===== config.mk =====
export PLATFORM = sky130hd
export DESIGN_NAME = ahb_master_if
export DESIGN_NICKNAME = d
export VERILOG_FILES = /design/src/rtl/ahb_pkg.sv /design/src/rtl/ahb_master_if.sv
export SDC_FILE = /design/constraint.sdc
export NUM_CORES = 1
export LEC_CHECK = 0
export BUFFER_PORTS_ARGS = -buffer_cell sky130_fd_sc_hd__buf_2
export CAP_MARGIN = 20
export CORE_UTILIZATION = 40
export CTS_CLUSTER_DIAMETER = 60
export DETAILED_ROUTE_END_ITERATION = 7
export MAX_ROUTING_LAYER = met4
export PLACE_DENSITY = 0.67
export SLEW_MARGIN = 5
export SYNTH_ARGS = -nofsm -noshare
export SYNTH_HDL_FRONTEND = slang
export SYNTH_SLANG_ARGS = --single-unit

===== constraint.sdc =====
create_clock -name HCLK -period 3.5 [get_ports HCLK]
set_input_delay 0.7 -clock HCLK [delete_from_list [all_inputs] [get_ports HCLK]]
set_output_delay 0.7 -clock HCLK [all_outputs]
set_load 0.02 [all_outputs]

===== src/rtl/ahb_pkg.sv =====
// Shared AHB-Lite encodings used by bus initiators and responders.
package ahb_pkg;

  typedef enum logic [1:0] {
    HTRANS_IDLE   = 2'b00,
    HTRANS_BUSY   = 2'b01,
    HTRANS_NONSEQ = 2'b10,
    HTRANS_SEQ    = 2'b11
  } htrans_e;

  localparam logic HRESP_OKAY  = 1'b0;
  localparam logic HRESP_ERROR = 1'b1;

  localparam logic [2:0] HBURST_SINGLE = 3'b000;

  localparam logic [2:0] HSIZE_BYTE = 3'b000;
  localparam logic [2:0] HSIZE_HALF = 3'b001;
  localparam logic [2:0] HSIZE_WORD = 3'b010;

endpackage


===== src/rtl/ahb_master_if.sv =====
// AHB-Lite initiator: one outstanding SINGLE transfer per core request,
// with wait-state counting and two-cycle ERROR response handling.
module ahb_master_if
  import ahb_pkg::*;
#(
  parameter int unsigned ADDR_W    = 32,
  parameter int unsigned DATA_W    = 32,
  parameter logic [2:0]  HSIZE_VAL = HSIZE_WORD,
  parameter int unsigned WAIT_W    = 8
) (
  input  logic              HCLK,
  input  logic              HRESETn,
  input  logic              req_valid,
  input  logic              req_write,
  input  logic [ADDR_W-1:0] req_addr,
  input  logic [DATA_W-1:0] req_wdata,
  output logic              req_ready,
  output logic              rsp_valid,
  output logic              rsp_err,
  output logic [DATA_W-1:0] rsp_rdata,
  output logic [WAIT_W-1:0] rsp_waits,
  output logic [ADDR_W-1:0] HADDR,
  output logic [1:0]        HTRANS,
  output logic              HWRITE,
  output logic [2:0]        HSIZE,
  output logic [2:0]        HBURST,
  output logic [DATA_W-1:0] HWDATA,
  input  logic [DATA_W-1:0] HRDATA,
  input  logic              HREADY,
  input  logic              HRESP
);

  typedef enum logic [1:0] {
    S_IDLE = 2'b00,
    S_ADDR = 2'b01,
    S_DATA = 2'b10,
    S_ERR  = 2'b11
  } state_e;

  state_e            state_q, state_d;
  htrans_e           htrans_q, htrans_d;
  logic [ADDR_W-1:0] haddr_q, haddr_d;
  logic              hwrite_q, hwrite_d;
  logic [DATA_W-1:0] hwdata_q, hwdata_d;
  logic [DATA_W-1:0] wdata_q, wdata_d;
  logic [WAIT_W-1:0] wait_q, wait_d;
  logic [WAIT_W-1:0] wait_inc;
  logic              rsp_valid_q, rsp_valid_d;
  logic              rsp_err_q, rsp_err_d;
  logic [DATA_W-1:0] rsp_rdata_q, rsp_rdata_d;
  logic [WAIT_W-1:0] rsp_waits_q, rsp_waits_d;

  // State and output registers; reset abandons any transfer in flight.
  always_ff @(posedge HCLK or negedge HRESETn) begin
    if (!HRESETn) begin
      state_q     <= S_IDLE;
      htrans_q    <= HTRANS_IDLE;
      haddr_q     <= '0;
      hwrite_q    <= 1'b0;
      hwdata_q    <= '0;
      wdata_q     <= '0;
      wait_q      <= '0;
      rsp_valid_q <= 1'b0;
      rsp_err_q   <= 1'b0;
      rsp_rdata_q <= '0;
      rsp_waits_q <= '0;
    end else begin
      state_q     <= state_d;
      htrans_q    <= htrans_d;
      haddr_q     <= haddr_d;
      hwrite_q    <= hwrite_d;
      hwdata_q    <= hwdata_d;
      wdata_q     <= wdata_d;
      wait_q      <= wait_d;
      rsp_valid_q <= rsp_valid_d;
      rsp_err_q   <= rsp_err_d;
      rsp_rdata_q <= rsp_rdata_d;
      rsp_waits_q <= rsp_waits_d;
    end
  end

  always_comb begin
    state_d = state_q;
    unique case (state_q)
      S_IDLE: if (req_valid) state_d = S_ADDR;
      S_ADDR: if (HREADY) state_d = S_DATA;
      S_DATA: begin
        if (HREADY)    state_d = S_IDLE;
        else if (HRESP) state_d = S_ERR;
      end
      S_ERR:  if (HREADY) state_d = S_IDLE;
      default: state_d = S_IDLE;
    endcase
  end

  // Wait counter sticks at all-ones instead of wrapping.
  assign wait_inc = (wait_q == {WAIT_W{1'b1}}) ? wait_q : wait_q + WAIT_W'(1);

  always_comb begin
    htrans_d    = htrans_q;
    haddr_d     = haddr_q;
    hwrite_d    = hwrite_q;
    hwdata_d    = hwdata_q;
    wdata_d     = wdata_q;
    wait_d      = wait_q;
    rsp_valid_d = 1'b0;
    rsp_err_d   = rsp_err_q;
    rsp_rdata_d = rsp_rdata_q;
    rsp_waits_d = rsp_waits_q;
    unique case (state_q)
      S_IDLE: begin
        if (req_valid) begin
          htrans_d = HTRANS_NONSEQ;
          haddr_d  = req_addr;
          hwrite_d = req_write;
          wdata_d  = req_wdata;
        end
      end
      S_ADDR: begin
        if (HREADY) begin
          htrans_d = HTRANS_IDLE;
          wait_d   = '0;
          if (hwrite_q) hwdata_d = wdata_q;
        end
      end
      S_DATA: begin
        if (HREADY) begin
          rsp_valid_d = 1'b1;
          rsp_waits_d = wait_q;
          rsp_err_d   = (HRESP == HRESP_ERROR);
          rsp_rdata_d = (HRESP == HRESP_OKAY && !hwrite_q) ? HRDATA : '0;
        end else begin
          wait_d = wait_inc;
        end
      end
      S_ERR: begin
        if (HREADY) begin
          rsp_valid_d = 1'b1;
          rsp_err_d   = 1'b1;
          rsp_rdata_d = '0;
          rsp_waits_d = wait_q;
        end else begin
          wait_d = wait_inc;
        end
      end
      default: ;
    endcase
  end

  assign req_ready = (state_q == S_IDLE);
  assign rsp_valid = rsp_valid_q;
  assign rsp_err   = rsp_err_q;
  assign rsp_rdata = rsp_rdata_q;
  assign rsp_waits = rsp_waits_q;
  assign HADDR     = haddr_q;
  assign HTRANS    = htrans_q;
  assign HWRITE    = hwrite_q;
  assign HSIZE     = HSIZE_VAL;
  assign HBURST    = HBURST_SINGLE;
  assign HWDATA    = hwdata_q;

endmodule


==> results.sh, run 1 <==
export IMPL_post_drt_wl_per_cell_um=15.5
export IMPL_fin_tns_setup_ns=0
export IMPL_async_flop_share=1.00
export IMPL_finalNetCount=690
export IMPL_power_density_cells_mw_per_mm2=976
export IMPL_yosysTopAreaCell="dfrtp_1"
export IMPL_globalRouteMet1Util=0.210
export IMPL_place_hpwl_um=8490
export IMPL_first_pass_iters=4
export IMPL_cp_depth=3
export IMPL_rr_startpoint="state_q[1]"
export IMPL_worst_hold_path_type="in2async"
export IMPL_final_setup_worst_slack_ns=1.44
export IMPL_drt_iter0_drc=152
export IMPL_cell_count_after_synthesis=374
export IMPL_grt_max_degree=79
export IMPL_relative_slew_margins=0.434
export IMPL_finalCriticalPeriod_ns=2.06
export IMPL_floorplan_io_pins=218
export IMPL_dr_total_vias=3770
export IMPL_core_area_mm2=0.0139
export IMPL_r2r_slack_ns=1.44
export IMPL_dieArea_mm2=0.0148
export IMPL_tritoncts_num_buffers=17
export IMPL_drv_max_cap_violation_count=0
export IMPL_synthesis_yosys_warnings=0
export IMPL_worstPathMaxFanout=32
export IMPL_mappedNetlistArea_mm2=0.00573
export IMPL_synth_distinct_cells=31
export IMPL_gp_congestion=0.814
export IMPL_clock_fmax_mhz=484
export IMPL_grt_antenna_before_repair=0
export IMPL_pre_cts_ws_ns=1.16
export IMPL_required_ns=3.79
export IMPL_drc=0
export IMPL_globalRouteMet3Util=0.0487
export IMPL_synth_top_flop_cell="dfrtp_1"
export IMPL_ctsLongestPathBuffers=2
export IMPL_critical_path_max_stage_delay_ns=0.53
export IMPL_worstSetupEndpointType="register"
export IMPL_met2_usage_in_global_routing=0.287
export IMPL_clkSlewWorstSetupHoldPaths_ns=0.06
export IMPL_global_route_usage_total=0.179
export IMPL_cp_slowest_cell="mux2_1"
export IMPL_clock_latency_ns=0.41
export IMPL_cts_post_setup_buffers_inserted=0
export IMPL_worst_pin_slew_ns=0.847
export IMPL_criticalPathCategory="reg2reg"
export IMPL_chipWidth_um=122
export IMPL_grt_setup_unrepaired="false"
export IMPL_hold_viol_final=0
export IMPL_finalCritPeriodShare=0.590
export IMPL_worst_setup_skew_after_layout_ns=0.00515
export IMPL_antennaDiodeCount=0
export IMPL_cts_max_level=4
export IMPL_worst_ep_arrival_time_ns=2.35
export IMPL_synthTopCellsByArea="dfrtp_1, mux2_1, mux2_2, a22o_1, buf_4"
export IMPL_timing_critical_path_cells="and3b_1 -> nand2_2 -> mux2_1"
export IMPL_post_synth_cell_area_avg_um2=15.3
export IMPL_root_buffer="clkbuf_16"
export IMPL_number_of_synthesized_flops_with_an_enable_pin=0
export IMPL_slew_viol_final=0
export IMPL_path_buf_inv=0
export IMPL_finalSetupViolations=0
export IMPL_post_cts_resized=0
export IMPL_cts_tree="built"
export IMPL_fill_cells=1196
export IMPL_cp_start_kind="register"
export IMPL_terminus_of_the_critical_flop_to_flop_path="HWDATA[3]"
export IMPL_grt_pass1_wl_um=19500
export IMPL_placementRows=43
export IMPL_initial_core_util=0.411
export IMPL_clock_sinks=150
export IMPL_ant_nets=0
export IMPL_hold_buffers=0
export IMPL_critical_path_top_delay_family="simple AND/OR/NAND/NOR gates"
export IMPL_synth_seq_area_share=0.655
export IMPL_area_delta_synth_final_pct=32.0
export IMPL_run_status="complete, no violations"
export IMPL_io_buffers=210
export IMPL_seq_cells_post_synth=150
export IMPL_die_h_um=122
export IMPL_first_global_vias=3892
export IMPL_worstRegToRegCells=3
export IMPL_overflow=0
export IMPL_total_leakage_power_nw=3.78
export IMPL_synth_top_cell_area_share=0.655
export IMPL_grt_busiest_layer="met2"
export IMPL_post_drt_via_cell_ratio=4.83
export IMPL_detail_route_wirelength_um=12100
export IMPL_drive_gt1_frac=0.473
export IMPL_ir_drop_mv=0.389
## Yosys cell counts, types with 2 or more instances
cell type,number
a21oi_1,2
mux2_2,36
buf_2,10
o21ai_0,8
clkbuf_1,3
inv_1,4
nand4_1,2
a22o_1,35
buf_4,13
nor2_1,4
conb_1,2
o21bai_1,2
mux2_1,69
or4_1,2
nand3_1,4
nand2_1,12
dfrtp_1,150
o221ai_1,2
and3_1,2
## through the flow
step / instance area [um2] / total power, mW / std cells / hold WS [ns] / util
finish: 7560 / 7.38 / 780 / 0.293 / 0.543
detailed placement: 6930 / 5.53 / 748 / 0.468 / 0.498
floorplan: 5750 / 4.58 / 379 / 0.404 / -
CTS: 7560 / 7.48 / 780 / 0.323 / 0.543
global placement: 6930 / 5.42 / 748 / 0.455 / 0.498
global route: 7560 / 7.82 / 780 / 0.342 / 0.543
## routing by layer
metal / vias to the layer above / routed length (um)
met2: 132 / 6040
met3: 17 / 673
met5: - / 0
li1: 1754 / -
met1: 1867 / 5170
met4: 0 / 228
## registers in the layout, summed over array words and instances (netlist names)
name	cells
HADDR	32
HTRANS	1
HWDATA	32
HWRITE	1
rsp_err	1
rsp_rdata	32
rsp_valid	1
rsp_waits	8
state_q	2
wait_q	8
wdata_q	32
## cells in the final DEF, fill, tap and decap left out, types with 2 or more instances in the layout
cell type,instances
a21oi_1,2
nand4_1,2
dfrtp_1,150
clkinvlp_4,2
a22o_1,35
clkinv_2,2
o221ai_1,2
buf_2,209
o21ai_0,8
inv_1,4
bufinv_16,4
conb_1,7
nand2_1,11
buf_4,4
and3_1,2
or4_1,2
mux2_2,36
nor2_1,4
clkbuf_1,4
clkbuf_8,3
mux2_1,69
clkbuf_16,17
o21bai_1,2
nand3_1,4
## cell type report
| type | count | area, um2 | area share |
|---|---|---|---|
| timing repair buffer | 215 | 1110 | 0.146 |
| sequential | 150 | 3750 | 0.496 |
| clock inverter | 8 | 145 | 0.0192 |
| multi-input combinational | 198 | 1830 | 0.242 |
| tap | 180 | 225 | 0.0298 |
| clock buffer | 24 | 482 | 0.0637 |
| inverter | 5 | 18.8 | 0.00248 |
## where the power goes
group	internal, mW	leakage [nW]	switching [mW]	total (mW)
clock	1.25	0.300	0.667	1.92
sequential	2.51	1.86	0.433	2.95
combinational	1.06	1.63	1.45	2.51
## cells by family (layout without fill, tap and decap cells)
kind of cell | after synthesis | in the layout | share of synthesized area
AOI/OAI and AO/OA | 51 | 51 | 0.0716
adders and majority gates | 1 | 1 | 0.00218
buffers and inverters | 31 | 252 | 0.0310
DFF | 150 | 150 | 0.655
muxes | 106 | 106 | 0.208
other | 2 | 7 | 0.00131
and+or+nand+nor | 33 | 33 | 0.0304
## how the worst max path moves through the flow
stage / to / startpoint / slack [ns]
2_1_floorplan: HADDR[23] / state_q[0] / 1.74
3_3_place_gp: HWDATA[21] / HREADY / 1.22
3_5_place_dp: HWDATA[3] / HREADY / 1.16
4_1_cts: HWDATA[3] / state_q[1] / 1.37
5_1_grt: HWDATA[15] / state_q[1] / 1.25
6_report: HWDATA[3] / state_q[1] / 1.44
Power figures use the tool's default switching activity.
==> inputs of run 2 (changes only) <==
==> constraint.sdc (replaced) <==
create_clock -name HCLK -period 2.06 [get_ports HCLK]
set_input_delay 0.412 -clock HCLK [delete_from_list [all_inputs] [get_ports HCLK]]
set_output_delay 0.412 -clock HCLK [all_outputs]
set_load 0.02 [all_outputs]
==> run 2 against run 1 <==
Against the previous run: global-route usage down 0.59 points; power increased by 71%; cell count increased by 0.13%; count of clock-buffer cells in the layout is 4 lower; register-to-register slack got worse by 1.1 ns; wire length fell by 0.85%; non-clock buffer count increased by 4; clock skew is essentially flat; utilization grew 0.70 points; sequential power increased by 70%; sequential share of layout area fell by 0.63 points; critical endpoint is now wait_q[3]; highest routed layer unchanged.
==> results.sh, run 2 (synthesis results as in run 1) <==
export IMPL_worstSetupEndpointType="register"
export IMPL_grt_max_degree=67
export IMPL_worstRegToRegCells=5
export IMPL_worst_hold_path_type="in2reg"
export IMPL_terminus_of_the_critical_flop_to_flop_path="wait_q[3]"
export IMPL_finalCritPeriodShare=0.859
export IMPL_power_density_cells_mw_per_mm2=1650
export IMPL_p_total_mw=12.6
export IMPL_total_leakage_power_nw=3.83
export IMPL_grt_setup_unrepaired="false"
export IMPL_fill_cells=1201
export IMPL_clock_fmax_mhz=565
export IMPL_cts_max_level=4
export IMPL_drt_iter0_drc=193
export IMPL_layout_commonest_cell="buf_2"
export IMPL_drv_max_cap_violation_count=0
export IMPL_post_drt_wl_per_cell_um=15.4
export IMPL_cp_start_kind="register"
export IMPL_setup_worst_path_end="wait_q[3]"
export IMPL_run_status="complete, no violations"
export IMPL_io_buffers=210
export IMPL_hold_viol_final=0
export IMPL_layout_cells_non_filler=781
export IMPL_antennaDiodeCount=0
export IMPL_place_detailed_instances=751
export IMPL_post_cts_resized=0
export IMPL_ff_latch_area_mm2=0.00375
export IMPL_required_ns=2.41
export IMPL_criticalPathCategory="reg2reg"
export IMPL_first_global_vias=3940
export IMPL_drive_gt1_frac=0.479
export IMPL_place_hpwl_um=8390
export IMPL_global_route_usage_total=0.173
export IMPL_chipWidth_um=122
export IMPL_placementRows=43
export IMPL_clock_latency_ns=0.41
export IMPL_grt_pass1_wl_um=19100
export IMPL_overflow=0
export IMPL_die_h_um=122
export IMPL_dieArea_mm2=0.0148
export IMPL_ctsLongestPathBuffers=2
export IMPL_cts_post_setup_buffers_inserted=0
export IMPL_r2r_slack_ns=0.29
export IMPL_rr_startpoint="wait_q[0]"
export IMPL_worst_pin_slew_ns=0.659
export IMPL_worst_setup_skew_after_layout_ns=0.00483
export IMPL_dr_total_vias=3843
export IMPL_post_drt_via_cell_ratio=4.92
export IMPL_root_buffer="clkbuf_16"
export IMPL_multi_input_comb_area_mm2=0.00183
export IMPL_finalSetupViolations=0
export IMPL_ir_drop_mv=0.791
export IMPL_initial_core_util=0.411
export IMPL_timing_critical_path_cells="ha_1 -> nand2_1 -> o32ai_2 -> o21bai_1 -> a22o_1"
export IMPL_finalCriticalPeriod_ns=1.77
export IMPL_startpoint="wait_q[0]"
export IMPL_clock_sinks=150
export IMPL_core_area_mm2=0.0139
export IMPL_critical_path_max_stage_delay_ns=0.61
export IMPL_fin_tns_setup_ns=0
export IMPL_hold_start="req_wdata[28]"
export IMPL_cp_slowest_cell="o32ai_2"
export IMPL_worstPathMaxFanout=11
export IMPL_drc=0
export IMPL_slew_viol_final=0
export IMPL_pre_cts_ws_ns=0.296
export IMPL_layout_common_cells="buf_2, dfrtp_1, mux2_1"
export IMPL_tritoncts_num_buffers=17
export IMPL_clkSlewWorstSetupHoldPaths_ns=0.06
export IMPL_detail_route_wirelength_um=12000
export IMPL_gp_congestion=0.825
export IMPL_finished_core_util=0.550
export IMPL_area_delta_synth_final_pct=33.7
export IMPL_final_setup_worst_slack_ns=0.291
export IMPL_grt_antenna_before_repair=0
export IMPL_cts_tree="built"
export IMPL_ant_nets=0
export IMPL_first_pass_iters=4
export IMPL_finalNetCount=694
export IMPL_relative_slew_margins=0.561
export IMPL_worst_ep_arrival_time_ns=2.12
export IMPL_floorplan_io_pins=218
run 2: cell types whose count changed in the layout (fill, tap and decap cells not counted), sizes merged:
| cell | delta |
|---|---|
| buf | +3 |
| bufinv | +1 |
| clkbuf | -4 |
| dlygate4sd3 | +1 |
run 2: metal layers:
layer | vias to the layer above | track usage | routed length (um)
li1 | 1767 | - | -
met1 | 1941 | 0.202 | 5000
met2 | 121 | 0.282 | 6120
met3 | 14 | 0.0417 | 657
met4 | 0 | 0.0787 | 229
met5 | - | - | 0
run 2: area by class of cell:
cell class | count | area share
multi-input combinational | 198 | 0.239
clock inverter | 9 | 0.0229
tap | 180 | 0.0294
clock buffer | 20 | 0.0609
timing repair buffer | 219 | 0.155
sequential | 150 | 0.490
inverter | 5 | 0.00245
run 2: how the worst min path moves through the flow:
stage | cells after the start | slack [ns] | end
2_1_floorplan | 0 | 0.12 | HADDR[0]
3_3_place_gp | 1 | 0.38 | HADDR[13]
3_5_place_dp | 1 | 0.39 | HADDR[18]
4_1_cts | 2 | 0.20 | wdata_q[14]
5_1_grt | 2 | 0.20 | wdata_q[14]
6_report | 2 | 0.22 | wdata_q[28]
run 2: power breakdown:
group          internal, mW  switching (mW)  total (mW)
Clock                  2.22            1.12        3.34
Sequential             4.27           0.734        5.01
Combinational          1.84            2.46        4.29
run 2: critical path: cells and delay by family, from the launching register on:
kind / cells / cell delay [ns]
and+or+nand+nor: 1 / 0.08
AOI/OAI and AO/OA: 3 / 0.95
adders and majority gates: 1 / 0.24
DFF: 1 / 0.43
run 2: timing repair:
action                                 4_1_cts  5_1_grt
endpoints found under the hold margin       48        0
hold buffers                                 1        0
setup endpoints to repair                    0        0
run 2: through the flow:
| step | hold slack, ns | area, um2 |
|---|---|---|
| 2_1_floorplan | 0.116 | 5750 |
| 3_3_place_gp | 0.385 | 7010 |
| 3_5_place_dp | 0.389 | 7010 |
| 4_1_cts | 0.195 | 7660 |
| 5_1_grt | 0.197 | 7660 |
| 6_report | 0.215 | 7660 |
==> inputs of run 3 (changes only) <==
--- a/config.mk
+++ b/config.mk
@@ -7,6 +7,7 @@
 export LEC_CHECK = 0
 export BUFFER_PORTS_ARGS = -buffer_cell sky130_fd_sc_hd__buf_2
 export CAP_MARGIN = 20
+export CORE_ASPECT_RATIO = 0.8
 export CORE_UTILIZATION = 40
 export CTS_CLUSTER_DIAMETER = 60
 export DETAILED_ROUTE_END_ITERATION = 7
==> run 3 against run 2 <==
Against the previous run: clock power decreased by 3%; global-route usage rose by 0.068 points; die area barely moved; critical path depth is 1 lower; sequential cell count stayed put; non-clock buffer count is 1 higher.
==> results.sh, run 3 (synthesis results as in run 1) <==
export IMPL_path_buf_inv=1
export IMPL_worst_setup_skew_after_layout_ns=0.00834
export IMPL_grt_setup_unrepaired="false"
export IMPL_cts_tree="built"
export IMPL_io_buffers=210
export IMPL_worstPathMaxFanout=65
export IMPL_drc=0
export IMPL_run_status="complete, no violations"
export IMPL_worst_ep_arrival_time_ns=2.03
export IMPL_fill_cells=1143
export IMPL_clkSlewWorstSetupHoldPaths_ns=0.06
export IMPL_overflow=0
export IMPL_tritoncts_num_buffers=17
export IMPL_ir_drop_mv=0.992
export IMPL_initial_core_util=0.415
export IMPL_r2r_slack_ns=0.32
export IMPL_slew_viol_final=0
export IMPL_ctsLongestPathBuffers=2
export IMPL_floorplan_io_pins=218
export IMPL_finalCritPeriodShare=0.843
export IMPL_drive_gt1_frac=0.481
export IMPL_grt_max_degree=66
export IMPL_multi_input_comb_area_mm2=0.00183
export IMPL_post_cts_resized=0
export IMPL_cts_max_level=4
export IMPL_clock_latency_ns=0.41
export IMPL_die_h_um=109
export IMPL_critical_path_top_delay_family="flip-flops"
export IMPL_grt_pass1_wl_um=19000
export IMPL_finalNetCount=695
export IMPL_required_ns=2.35
export IMPL_pre_cts_ws_ns=0.337
export IMPL_area_delta_synth_final_pct=33.4
export IMPL_global_route_usage_total=0.174
export IMPL_chipWidth_um=136
export IMPL_hold_buffers=1
export IMPL_power_density_cells_mw_per_mm2=1640
export IMPL_post_drt_wl_per_cell_um=15.2
export IMPL_total_leakage_power_nw=3.82
export IMPL_criticalPathCategory="reg2reg"
export IMPL_post_drt_via_cell_ratio=4.90
export IMPL_finalCriticalPeriod_ns=1.74
export IMPL_layout_common_cells="buf_2, dfrtp_1, mux2_1"
export IMPL_first_global_vias=3796
export IMPL_place_hpwl_um=8250
export IMPL_detail_route_wirelength_um=12000
export IMPL_worstSetupEndpointType="register"
export IMPL_timing_critical_path_cells="nor2_1 -> and2_2 -> buf_12 -> mux2_2"
export IMPL_clock_fmax_mhz=576
export IMPL_drv_max_cap_violation_count=0
export IMPL_cp_slowest_cell="dfrtp_1"
export IMPL_first_pass_iters=4
export IMPL_ant_nets=0
export IMPL_fin_tns_setup_ns=0
export IMPL_placementRows=38
export IMPL_hold_slack_ns=0.213
export IMPL_worst_hold_path_type="in2reg"
export IMPL_critical_path_max_stage_delay_ns=0.50
export IMPL_grt_antenna_before_repair=0
export IMPL_ff_latch_area_mm2=0.00375
export IMPL_gp_congestion=0.801
export IMPL_clock_sinks=150
export IMPL_cts_post_setup_buffers_inserted=0
export IMPL_cp_start_kind="register"
export IMPL_core_area_mm2=0.0138
export IMPL_drt_iter0_drc=155
export IMPL_finalSetupViolations=0
export IMPL_layout_commonest_cell="buf_2"
export IMPL_final_setup_worst_slack_ns=0.323
export IMPL_dr_total_vias=3843
export IMPL_dieArea_mm2=0.0148
export IMPL_antennaDiodeCount=0
export IMPL_finished_core_util=0.554
export IMPL_root_buffer="clkbuf_16"
export IMPL_hold_viol_final=0
## run 3: path summary, 6_finish.rpt
check / from / end / depth (start not counted)
setup reg to reg: state_q[1] / HADDR[1] / 4
min in group asynchronous: HRESETn / wdata_q[10] / 2
hold / removal: req_addr[23] / HADDR[23] / 2
max in group asynchronous: HRESETn / HADDR[6] / 3
hold reg to reg: wdata_q[4] / wdata_q[4] / 1
setup / recovery: state_q[1] / HADDR[1] / 4
## run 3: cell type report
class	instances	area share
sequential	150	0.491
multi-input combinational	198	0.239
timing repair buffer	220	0.155
clock buffer	19	0.0593
tap	180	0.0295
clock inverter	13	0.0234
inverter	5	0.00246
## run 3: metal layers
metal  routed length, um  track usage  share of wire
met5                   0            -              0
met4                 107       0.0562         0.0089
met3                1120       0.0748          0.094
met2                5520        0.257           0.46
met1                5220        0.214           0.44
## run 3: where the power goes
part	internal, mW	switching, mW	leakage, nW	total, mW
sequential	4.27	0.730	1.86	5.00
combinational	1.84	2.46	1.66	4.31
clock	2.08	1.17	0.301	3.25
## run 3: metrics by stage
| step | total power, mW | std cells | area (um2) |
|---|---|---|---|
| CTS | 12.8 | 785 | 7640 |
| finish | 12.6 | 785 | 7640 |
| floorplan | 7.78 | 379 | 5750 |
| detailed placement | 9.41 | 752 | 7000 |
| global route | 13.3 | 785 | 7640 |
| global placement | 9.23 | 752 | 7000 |
